File: config.mk
export PLATFORM = sky130hd
export DESIGN_NAME = w4a8_gemm_int4_unpack
export DESIGN_NICKNAME = d
export VERILOG_FILES = /design/src/rtl/w4a8_gemm_int4_unpack.sv
export SDC_FILE = /design/constraint.sdc
export NUM_CORES = 1
export LEC_CHECK = 0
export BUFFER_PORTS_ARGS = -buffer_cell sky130_fd_sc_hd__buf_2
export CAP_MARGIN = 20
export CELL_PAD_IN_SITES_DETAIL_PLACEMENT = 0
export CELL_PAD_IN_SITES_GLOBAL_PLACEMENT = 1
export CORE_AREA = 3 3 415 417
export CTS_BUF_LIST = sky130_fd_sc_hd__clkbuf_4
export DETAILED_ROUTE_END_ITERATION = 7
export DIE_AREA = 0 0 418 420
export PLACE_DENSITY_LB_ADDON = 0.15
export SLEW_MARGIN = 20
export SYNTH_ARGS = -nofsm -noshare
export SYNTH_HDL_FRONTEND = slang
export SYNTH_SLANG_ARGS = --single-unit
File: constraint.sdc
create_clock -name ap_clk -period 2.4 [get_ports ap_clk]
set_input_delay 0.6 -clock ap_clk [delete_from_list [all_inputs] [get_ports ap_clk]]
set_output_delay 0.6 -clock ap_clk [all_outputs]
set_load 0.05 [all_outputs]
File: src/rtl/w4a8_gemm_int4_unpack.sv
// INT4 -> INT8 unpack stage: one packed beat in, two INT8 beats out (LO then HI).
// Optional W4A8_GEMM_UNPACK_ZP_EN: subtract a per-beat zero point instead of sign-extending.
module w4a8_gemm_int4_unpack #(
  parameter int C_AXIS_TDATA_WIDTH = 512,
  parameter int C_COUNT_WIDTH      = 32
) (
  input  logic                          ap_clk,
  input  logic                          ap_rst_n,
  input  logic [3:0]                    ctrl_zero_point,
  input  logic                          ctrl_clear,
  input  logic                          s_axis_tvalid,
  output logic                          s_axis_tready,
  input  logic [C_AXIS_TDATA_WIDTH-1:0] s_axis_tdata,
  input  logic                          s_axis_tlast,
  output logic                          m_axis_tvalid,
  input  logic                          m_axis_tready,
  output logic [C_AXIS_TDATA_WIDTH-1:0] m_axis_tdata,
  output logic                          m_axis_tlast,
  output logic [C_COUNT_WIDTH-1:0]      stat_out_beats
);

  localparam int W  = C_AXIS_TDATA_WIDTH;
  localparam int NB = W / 8;

  typedef enum logic [1:0] {
    EMPTY = 2'd0,
    LO    = 2'd1,
    HI    = 2'd2
  } state_t;

  state_t                   r_state;
  logic [W-1:0]             r_buf_data;
  logic                     r_buf_last;
  logic                     r_rdy_en;
  logic [C_COUNT_WIDTH-1:0] r_stat;
  logic [W/2-1:0]           w_half;
  logic                     w_s_hs;
  logic                     w_m_hs;

`ifdef W4A8_GEMM_UNPACK_ZP_EN
  logic [3:0] r_buf_zp;

  always_ff @(posedge ap_clk or negedge ap_rst_n) begin
    if (!ap_rst_n) begin
      r_buf_zp <= '0;
    end else if (w_s_hs) begin
      r_buf_zp <= ctrl_zero_point;
    end
  end
`else
  logic w_unused_zp;
  assign w_unused_zp = ^ctrl_zero_point;
`endif

  // r_rdy_en keeps tready low through reset and the first cycle after it.
  assign s_axis_tready = r_rdy_en &
                         ((r_state == EMPTY) |
                          ((r_state == HI) & m_axis_tready));
  assign m_axis_tvalid = (r_state == LO) | (r_state == HI);
  assign m_axis_tlast  = (r_state == HI) & r_buf_last;
  assign w_s_hs        = s_axis_tvalid & s_axis_tready;
  assign w_m_hs        = m_axis_tvalid & m_axis_tready;
  assign w_half        = (r_state == HI) ? r_buf_data[W-1:W/2]
                                         : r_buf_data[W/2-1:0];

  for (genvar gj = 0; gj < NB; gj++) begin : g_byte
`ifdef W4A8_GEMM_UNPACK_ZP_EN
    assign m_axis_tdata[8*gj +: 8] = {4'b0, w_half[4*gj +: 4]}
                                   - {4'b0, r_buf_zp};
`else
    assign m_axis_tdata[8*gj +: 8] = {{4{w_half[4*gj+3]}},
                                      w_half[4*gj +: 4]};
`endif
  end

  always_ff @(posedge ap_clk or negedge ap_rst_n) begin
    if (!ap_rst_n) begin
      r_state    <= EMPTY;
      r_buf_data <= '0;
      r_buf_last <= 1'b0;
      r_rdy_en   <= 1'b0;
    end else begin
      r_rdy_en <= 1'b1;
      if (w_s_hs) begin
        r_buf_data <= s_axis_tdata;
        r_buf_last <= s_axis_tlast;
      end
      unique case (r_state)
        EMPTY: if (w_s_hs) r_state <= LO;
        LO:    if (w_m_hs) r_state <= HI;
        HI: begin
          if (w_m_hs) r_state <= w_s_hs ? LO : EMPTY;
        end
        default: r_state <= EMPTY;
      endcase
    end
  end

  // Clear wins over a same-cycle increment.
  always_ff @(posedge ap_clk or negedge ap_rst_n) begin
    if (!ap_rst_n) begin
      r_stat <= '0;
    end else if (ctrl_clear) begin
      r_stat <= '0;
    end else if (w_m_hs) begin
      r_stat <= r_stat + C_COUNT_WIDTH'(1);
    end
  end

  assign stat_out_beats = r_stat;

endmodule

==> impl_metrics.toml <==
[final_layout]
area_delta_synth_final_pct = 63.85
fillers = 18660
layout.cells.non_filler = 6764
fin_area_um2 = 42260
nets = 4938
utilization_pct = 24.99
drive_above_1_share_pct = 38.42
multi_input_area_um2 = 9907
regArea_um2 = 13710

[logic_synthesis]
syn_nets = 3424
synth.area.top_cells = "dfrtp_1, nand2_1, mux2_2"
synth_flop_cell = "dfrtp_1"
synth_cell_types = 34
synth_compound_area_share_pct = 0.3687
async_flop_share_pct = 100.0
synth_common_cells = "nand2_1, dfrtp_1, mux2_2, buf_4, clkbuf_1"
synthSimpleGateAreaFrac_pct = 24.43
yosysMostFrequentCell = "nand2_1"
synth_top_cell_area_share_pct = 53.17
synth-edff-count = 0
synth.avg_cell_area_um2 = 8.903
ys_seq_area_share_pct = 53.17
synthMuxAreaShare_pct = 11.26
synth_xor_xnor_area_share_pct = 0.8150
yosys_warnings = 0
netlist_area_um2 = 25790
synth_fa_ha_area_share_pct = 0.2426
synth_area_leader_cell = "dfrtp_1"
synthCells = 2897
synth_top_family_by_area = "simple AND/OR/NAND/NOR gates"
ys_ff_latch = 548

[setup_path]
cp_max_fo = 8
critPathBufInv = 5
path_cells = "inv_2, ha_4, buf_12, buf_12, clkbuf_16, mux2_4, buf_4"
crit_slowest_cell = "dfrtp_1"
critical_path.top_delay_family = "buffers and inverters"
cp-end-kind = "output pin"
worstPathArrival_ns = 2.82
rr_startpoint = "r_state[1]"
worstSetupPathType = "reg2out"
crit_top_cell = "buf_12"
startpoint_type = "flop"
crit_start = "r_state[0]"
crit_required_ns = 1.80
r2r_setup_slack_ns = -0.05
cpPeakStageDelay_ns = 0.38

[pwr]
leakage_nw = 22.16
vdd_drop_max_mv = 1.196
power_mw = 69.55
powerDensity_nw_per_um2 = 1646

[clocking]
cts_buffers = 180
clk_pin_slew_ns = 0.07
clk_latency_ns = 1.10
clock_tree.buffer_depth = 3
htreeDepth = 4
clock_tree.root_cell = "clkbuf_4"
cts.sinks = 548
tritoncts = "yes"

[floorplanning]
die_area_um2 = 175600
ios = 1069
coreArea_um2 = 169100
die_x_um = 418
num_rows = 151
fp.dieH_um = 420
start_util_pct = 15.25

[grt]
overflow = 0
grt_pass1_wl_mm = 169.5
grt_pass1_vias = 26200
grt_use_total_pct = 12.79
antenna_found_initial = 8
grt_max_degree = 94

[routing]
first_pass_iters = 4
vias_per_cell = 3.571
detail-route-antenna-nets = 0
vias = 24160
drtIter0Drc = 810
drc = 0
post_drt_wl_per_cell_um = 17.15
drt-total-wl_mm = 116.0

[placement]
post-place-cells = 5901
numPortBuffers = 1064
gp_congestion = 0.7419
hpwlAfterDp_mm = 86.01
placed_area_um2 = 33080
place_ws_ns = -0.01658

[sta]
tightest_slew_ns = 0.8764
fin_worst_skew_ns = 0.06922
fin_crit_sh_pct = 142.6
setup_tns_ns = -488.84
setup_ws_ns = -1.023
max_freq_mhz = 292.1
period_needed_ns = 3.423
finalMaxSlewViolations = 0
final-setup-viol-count = 602
hold_ws_ns = 0.2399
grt_setup_unrepaired = "true"
relSlewSlack_pct = 41.38
hold_viol_final = 0

[min_path]
hold_class = "in2reg"
holdCritStartpoint = "s_axis_tdata[374]"

[run]
drv_cap = 0

[outcome]
violations = "setup timing"
status = "complete, but fails checks"
==> layout by cell type, fill, tap and decap left out, types with 6 or more instances in the layout <==
master,synthesis,routed
nand2_1,1552,1552
buf_2,3,866
dfrtp_1,548,548
dlygate4sd3_1,0,529
clkbuf_4,0,255
mux2_2,258,175
buf_6,0,138
buf_4,256,123
mux2_4,0,83
buf_12,0,44
clkinv_1,0,35
nor2_1,30,30
buf_8,0,26
xor2_1,18,18
diode_2,0,14
nand3_1,14,14
nand4_1,11,11
a21oi_1,11,11
xnor2_1,6,6
==> final cells by class <==
cell class	instances	share of cell area, %
diodes	14	0.08290
clock buffers	255	4.530
clock inverters	48	0.6573
inverters	6	0.05329
multi-input cells	1940	23.44
flip-flops and latches	548	32.45
well taps	2218	6.567
repair buffers	1735	32.22
==> flip-flops by register name, indices dropped and copies added, names as in the netlist <==
name,flops
r_buf_data,512
stat_out_beats,32
r_state,2
r_buf_last,1
r_rdy_en,1
==> worst min-delay path: stages <==
cell           delay (ns)
dlygate4sd3_1        0.53
buf_2                0.10
nand2_1              0.04
nand2_1              0.05
==> what timing repair did <==
action	4_1_cts	5_1_grt
gates resized for setup	266	197
hold endpoints to repair	1095	0
endpoints found under the setup margin	547	783
pin swaps	0	0
cloned	2	5
hold buffers	529	0
buffers inserted	7	3
==> kinds of logic after synthesis <==
family / after synthesis
AND/OR/NAND/NOR: 1634
multiplexers: 258
flip-flops: 548
XOR/XNOR: 24
AO/OA/AOI/OAI: 18
buffers and inverters: 409
other: 1
adder cells (fa/ha/maj): 5
==> power by group <==
group / leakage [nW] / switching [mW] / total [mW] / internal [mW]
logic: 14.0 / 30.8 / 44.3 / 13.5
clock network: 1.30 / 4.60 / 9.74 / 5.15
registers: 6.87 / 2.15 / 15.5 / 13.3
total: 22.2 / 37.6 / 69.5 / 32.0
==> final timing paths <==
| kind | to | cells after the start |
|---|---|---|
| worst max-delay path | m_axis_tdata[166] | 7 |
| worst min-delay path | r_buf_data[374] | 4 |
| worst max register to register | r_buf_data[161] | 10 |
| worst min register to register | r_buf_data[85] | 2 |
| max in group asynchronous | r_buf_data[211] | 4 |
| min in group asynchronous | stat_out_beats[27] | 4 |
==> layer usage <==
layer  share of wire (%)  track usage (%)  routed length, um
met1                  41            15.09              47770
met2                  51            22.34              58830
met3                 5.4            3.447               6309
met4                 2.6            4.228               3066
met5                   0                0                  0
Power figures use the tool's default switching activity.
